### src/rtl/mem_arb_pkg.sv
// rtl/mem_arb_pkg.sv - shared state encoding, access size codes and alignment rule for mem_arb
package mem_arb_pkg;

   typedef enum logic [1:0] {
      S_IDLE    = 2'd0,
      S_ISSUE_I = 2'd1,
      S_ISSUE_D = 2'd2,
      S_RESP    = 2'd3
   } arb_state_t;

   localparam logic [1:0] MEM_B = 2'b00;
   localparam logic [1:0] MEM_H = 2'b01;
   localparam logic [1:0] MEM_W = 2'b10;

   // The reserved size code always faults.
   function automatic logic misaligned(input logic [1:0] size, input logic [1:0] addr);
      case (size)
         MEM_B:   misaligned = 1'b0;
         MEM_H:   misaligned = addr[0];
         MEM_W:   misaligned = (addr != 2'b00);
         default: misaligned = 1'b1;
      endcase
   endfunction

endpackage

### src/rtl/arb_timer.sv
// rtl/arb_timer.sv - loadable down-counter with expire flag for the bus timeout
// Present only when MEMARB_TIMEOUT_EN is defined.
`ifdef MEMARB_TIMEOUT_EN
module arb_timer #(
   parameter int W = 8
) (
   input  logic         clk,
   input  logic         rst,
   input  logic         load,
   input  logic [W-1:0] value,
   input  logic         dec,
   output logic         expired
);

   logic [W-1:0] cnt;

   always_ff @(posedge clk) begin
      if (rst)
         cnt <= '0;
      else if (load)
         cnt <= value;
      else if (dec && (cnt != '0))
         cnt <= cnt - W'(1);
   end

   assign expired = (cnt == '0);

endmodule
`endif

### src/rtl/mem_arb.sv
// rtl/mem_arb.sv - single-port memory arbiter between the fetch and load/store paths
// MEMARB_TIMEOUT_EN adds an abort of the bus access after TIMEOUT cycles without mack.
module mem_arb
   import mem_arb_pkg::*;
#(
   parameter int FAIRCNT = 4,
   parameter int TIMEOUT = 255
) (
   input  logic        clk,
   input  logic        rst,
   input  logic        ifreq,
   input  logic [31:0] ifaddr,
   output logic [31:0] ifrdata,
   output logic        ifack,
   input  logic        dreq,
   input  logic        dwe,
   input  logic [1:0]  dsize,
   input  logic [31:0] daddr,
   input  logic [31:0] dwdata,
   output logic [31:0] drdata,
   output logic        dack,
   output logic        err,
   output logic        mreq,
   output logic        mwe,
   output logic [1:0]  msize,
   output logic [31:0] maddr,
   output logic [31:0] mwdata,
   input  logic [31:0] mrdata,
   input  logic        mack,
   output logic        busy
);

   localparam int            FW       = (FAIRCNT < 1) ? 1 : $clog2(FAIRCNT + 1);
   localparam logic [FW-1:0] FAIR_MAX = FW'(FAIRCNT);

   arb_state_t    state;
   logic [FW-1:0] fair;
   logic          fetch_wins;
   logic          d_grant;
   logic          d_bad;
   logic          i_bad;
   logic          timed_out;

   // Data normally wins; a fetch starved for FAIRCNT data grants takes the bus.
   assign fetch_wins = ifreq && (fair == FAIR_MAX);
   assign d_grant    = dreq && !fetch_wins;
   assign d_bad      = misaligned(dsize, daddr[1:0]);
   assign i_bad      = (ifaddr[1:0] != 2'b00);

`ifdef MEMARB_TIMEOUT_EN
   localparam int TW = $clog2(TIMEOUT + 1);

   logic in_issue;
   assign in_issue = (state == S_ISSUE_I) || (state == S_ISSUE_D);

   arb_timer #(.W(TW)) u_timer (
      .clk     (clk),
      .rst     (rst),
      .load    (state == S_IDLE),
      .value   (TW'(TIMEOUT - 1)),
      .dec     (in_issue),
      .expired (timed_out)
   );
`else
   logic unused_timeout;
   assign unused_timeout = (TIMEOUT == 0);
   assign timed_out      = 1'b0;
`endif

   always_ff @(posedge clk) begin
      if (rst) begin
         state   <= S_IDLE;
         fair    <= '0;
         ifrdata <= '0;
         drdata  <= '0;
         ifack   <= 1'b0;
         dack    <= 1'b0;
         err     <= 1'b0;
         mreq    <= 1'b0;
         mwe     <= 1'b0;
         msize   <= MEM_B;
         maddr   <= '0;
         mwdata  <= '0;
         busy    <= 1'b0;
      end else begin
         ifack <= 1'b0;
         dack  <= 1'b0;
         err   <= 1'b0;
         case (state)
            S_IDLE: begin
               if (d_grant) begin
                  maddr  <= daddr;
                  mwe    <= dwe;
                  msize  <= dsize;
                  mwdata <= dwdata;
                  busy   <= 1'b1;
                  if (ifreq && (fair != FAIR_MAX))
                     fair <= fair + FW'(1);
                  if (d_bad) begin
                     state <= S_RESP;
                     dack  <= 1'b1;
                     err   <= 1'b1;
                  end else begin
                     state <= S_ISSUE_D;
                     mreq  <= 1'b1;
                  end
               end else if (ifreq) begin
                  maddr  <= ifaddr;
                  mwe    <= 1'b0;
                  msize  <= MEM_W;
                  mwdata <= '0;
                  busy   <= 1'b1;
                  fair   <= '0;
                  if (i_bad) begin
                     state <= S_RESP;
                     ifack <= 1'b1;
                     err   <= 1'b1;
                  end else begin
                     state <= S_ISSUE_I;
                     mreq  <= 1'b1;
                  end
               end
            end
            S_ISSUE_I, S_ISSUE_D: begin
               if (mack) begin
                  mreq  <= 1'b0;
                  state <= S_RESP;
                  if (state == S_ISSUE_I) begin
                     ifrdata <= mrdata;
                     ifack   <= 1'b1;
                  end else begin
                     drdata <= mrdata;
                     dack   <= 1'b1;
                  end
               end else if (timed_out) begin
                  // Abandoned access: read data registers keep their old value.
                  mreq  <= 1'b0;
                  state <= S_RESP;
                  err   <= 1'b1;
                  ifack <= (state == S_ISSUE_I);
                  dack  <= (state == S_ISSUE_D);
               end
            end
            default: begin
               state <= S_IDLE;
               busy  <= 1'b0;
            end
         endcase
      end
   end

endmodule

### config.mk
export PLATFORM = sky130hd
export DESIGN_NAME = mem_arb
export DESIGN_NICKNAME = d
export VERILOG_FILES = /design/src/rtl/mem_arb_pkg.sv /design/src/rtl/arb_timer.sv /design/src/rtl/mem_arb.sv
export SDC_FILE = /design/constraint.sdc
export NUM_CORES = 1
export LEC_CHECK = 0
export CELL_PAD_IN_SITES_DETAIL_PLACEMENT = 0
export CELL_PAD_IN_SITES_GLOBAL_PLACEMENT = 2
export CORE_MARGIN = 2
export CORE_UTILIZATION = 22
export CTS_CLUSTER_DIAMETER = 40
export DETAILED_ROUTE_END_ITERATION = 10
export HOLD_SLACK_MARGIN = 0.12
export PLACE_DENSITY_LB_ADDON = 0.1
export SLEW_MARGIN = 20
export SYNTH_ARGS = -nofsm -noshare
export SYNTH_HDL_FRONTEND = slang
export SYNTH_SLANG_ARGS = --single-unit
### constraint.sdc
create_clock -name clk -period 5.6 [get_ports clk]
set_clock_uncertainty 0.2 [all_clocks]
set_input_delay 1.68 -clock clk [delete_from_list [all_inputs] [get_ports clk]]
set_output_delay 1.68 -clock clk [all_outputs]
set_load 0.1 [all_outputs]
==> results.cfg <==
[yosys]
synthCells = 681
synthDistinctLibCells = 25
ys_ff_latch = 141
postSynthAreaPerCell_sq_um = 7.83
syn-num-nets = 822
yosys_most_used_dff = dfxtp_1
ys_seq_area_share_pct = 53.0
netlist_area_sq_um = 5330
yosys_warnings = 0
synthArstFlopShare_pct = 0
synth_edf_count = 0

[cts]
clk_pin_slew_worst_paths_ns = 0.06
numCtsBuffers = 17
root_buffer = clkbuf_16
htree_levels = 4
clock-sinks = 141
clk-insertion-delay-late_ns = 0.41
cts_tree = yes
cts-hold-fix-buffers = 0
cts_setup_buffers = 0
clk_path_buf_depth = 2
cts_resized = 0

[setup_path]
critPathTopFamily = buffers and inverters
cp-start-kind = register
critPathRequiredTime_ns = 3.72
crit_cells = 1
crit_type = register to output port
arrival_ns = 1.94
endpoint_kind = output port
critical-path-slowest-cell = clkdlybuf4s50_1
critical-path-max-stage-delay_ns = 1.20
path_buf_inv = 1
r2r_cells = 7
cp_cell_sequence = clkdlybuf4s50_1
r2r_start = state[0]
r2r_setup_slack_ns = 3.07
cp_max_fo = 2
rr_endpoint = maddr[21]

[placed_design]
dp_hpwl_microns = 13400
gp_congestion = 0.761
dp_worst_setup_slack_ns = 1.52
io_buffers = 271
place_inst = 1224

[global_routing]
grt_max_degree = 101
first_global_vias = 5452
antenna_found_initial = 1
grt_pass1_wl_microns = 31000
track_usage_pct = 15.3
grt-ovfl-total = 0

[sta]
totalNegativeSetupSlack_ns = 0
setup_ws_ns = 1.78
finalSetupViolations = 0
max_slew.worst_pin.slew_ns = 1.05
grt_setup_unrepaired = false
fmax_ghz = 0.262
max_slew_margin_pct = 29.6
final.min_clock_period_ns = 3.82
hold_viol_final = 0
fin_crit_sh_pct = 68.3
finalMaxSlewViolations = 0

[layout]
drive_above_1_share_pct = 5.02
syn_to_final_growth_pct = 66.8
layout.nets = 1065
finalNonFillerCells = 1257
seq_area_sq_um = 2820
layout_common_cells = clkdlybuf4s50_1 (270), nand2_1 (235), dfxtp_1 (141), a21oi_1 (107), nor2_1 (39)
num-fill-cells = 2429
multi_input_area_sq_um = 2270
final_common_cell = clkdlybuf4s50_1

[worst_hold_path]
whs_path_depth = 2
hold_class = register to register
min_from = msize[1]
min_to = msize[1]

[pwr]
p_per_area_nw_per_um2 = 569
internal-power_mw = 2.50
power.static_leakage_nw = 3.13
clkPwrFrac_pct = 23.0
power_frac_seq_pct = 25.8
ir_worst_vdd_uv = 204
swShare_pct = 50.5
comb_power_share_pct = 51.1
p_switching_mw = 2.55
finalPower_mw = 5.06

[drt]
vias_per_cell = 4.39
wl_per_cell_microns = 15.8
ant_nets = 0
post-route-drc-count = 0
route.vias.total = 5513
drtIter0Drc = 286
firstDrtPassIters = 6
wl_microns = 19800

[floorplan]
num_rows = 56
start_util_pct = 22.6
die_x_microns = 160
ios = 272
die_area_sq_um = 25500
die_h_microns = 160
fp.coreArea_sq_um = 23600

[job]
drv_cap = 0

[outcome]
status = completed
## how the worst max path moves through the flow
stage | start | to | slack (ns)
floorplan | dreq | mreq | 2.65
global placement | ifreq | fair[1] | 1.57
detailed placement | ifreq | mwdata[4] | 1.52
CTS | mwdata[31] | mwdata[31] | 1.74
global route | busy | busy | 1.69
finish | busy | busy | 1.78
## Yosys cell counts, types with 2 or more instances
| master | count | share of area (%) |
|---|---|---|
| ha_1 | 5 | 1.2 |
| nor2_1 | 40 | 2.8 |
| nand2_1 | 235 | 17 |
| o21ai_0 | 4 | 0.38 |
| dfxtp_1 | 141 | 53 |
| nand3_1 | 35 | 3.3 |
| and2_1 | 2 | 0.23 |
| a311oi_1 | 33 | 5.4 |
| a21oi_1 | 107 | 10 |
| clkbuf_1 | 39 | 2.7 |
| or3_1 | 2 | 0.23 |
| buf_2 | 17 | 1.6 |
| a211oi_1 | 3 | 0.42 |
| inv_1 | 6 | 0.42 |
| nor3_1 | 2 | 0.19 |
## layer usage
layer  wire length, microns  part of all wire, %  vias to the layer above  global-route usage (%)
li1                       -                    -                     2761                       -
met1                   8880                   45                     2544                    19.0
met2                   9320                   47                      190                    25.4
met3                   1330                  6.7                       18                    4.55
met4                    307                  1.5                        0                    5.21
met5                      0                    0                        -                       0
## worst register-to-register path: stages (launching register included)
cell,delay (ns)
dfxtp_1,0.34
inv_1,0.07
ha_1,0.34
inv_1,0.15
nor2_4,0.11
buf_4,0.78
nor2_1,0.16
a311oi_1,0.29
## power groups by stage
stage               sequential [mW]  clock [mW]  combinational, mW
global route                   1.33        1.25               2.72
finish                         1.31        1.16               2.59
detailed placement             1.33           0               2.60
global placement               1.32           0               2.58
floorplan                      2.68           0              0.573
CTS                            1.31        1.21               2.61
## registers in the layout, summed over array words and instances, names as in the netlist, 2 cells and up
name	count
drdata	32
ifrdata	32
maddr	32
mwdata	32
fair	3
msize	2
state	2
## kinds of logic (layout without fill, tap and decap cells)
| kind of cell | Yosys count | after routing | share of synthesized area (%) |
|---|---|---|---|
| buffers and inverters | 62 | 318 | 4.77 |
| adders and majority gates | 5 | 5 | 1.17 |
| DFF | 141 | 141 | 53.0 |
| AOI/OAI and AO/OA | 151 | 151 | 16.9 |
| muxes | 1 | 1 | 0.188 |
| and+or+nand+nor | 321 | 321 | 24.0 |
| other | 0 | 1 | 0 |
## stage by stage
stage | hold slack, ns | instance area [sq um] | util (%)
2_1_floorplan | 0.249 | 5330 | -
3_3_place_gp | 0.240 | 8290 | 35.1
3_5_place_dp | 0.244 | 8290 | 35.1
4_1_cts | 0.252 | 8890 | 37.6
5_1_grt | 0.268 | 8890 | 37.6
6_report | 0.247 | 8890 | 37.6
## final cells by class
| class | instances | share of cell area (%) |
|---|---|---|
| Multi-Input combinational cell | 478 | 25.5 |
| Clock buffer | 19 | 4.87 |
| Sequential cell | 141 | 31.8 |
| Inverter | 6 | 0.253 |
| Tap cell | 319 | 4.49 |
| Antenna cell | 1 | 0.0282 |
| Timing Repair Buffer | 280 | 31.2 |
| Clock inverter | 13 | 1.86 |
Power figures use the tool's default switching activity.
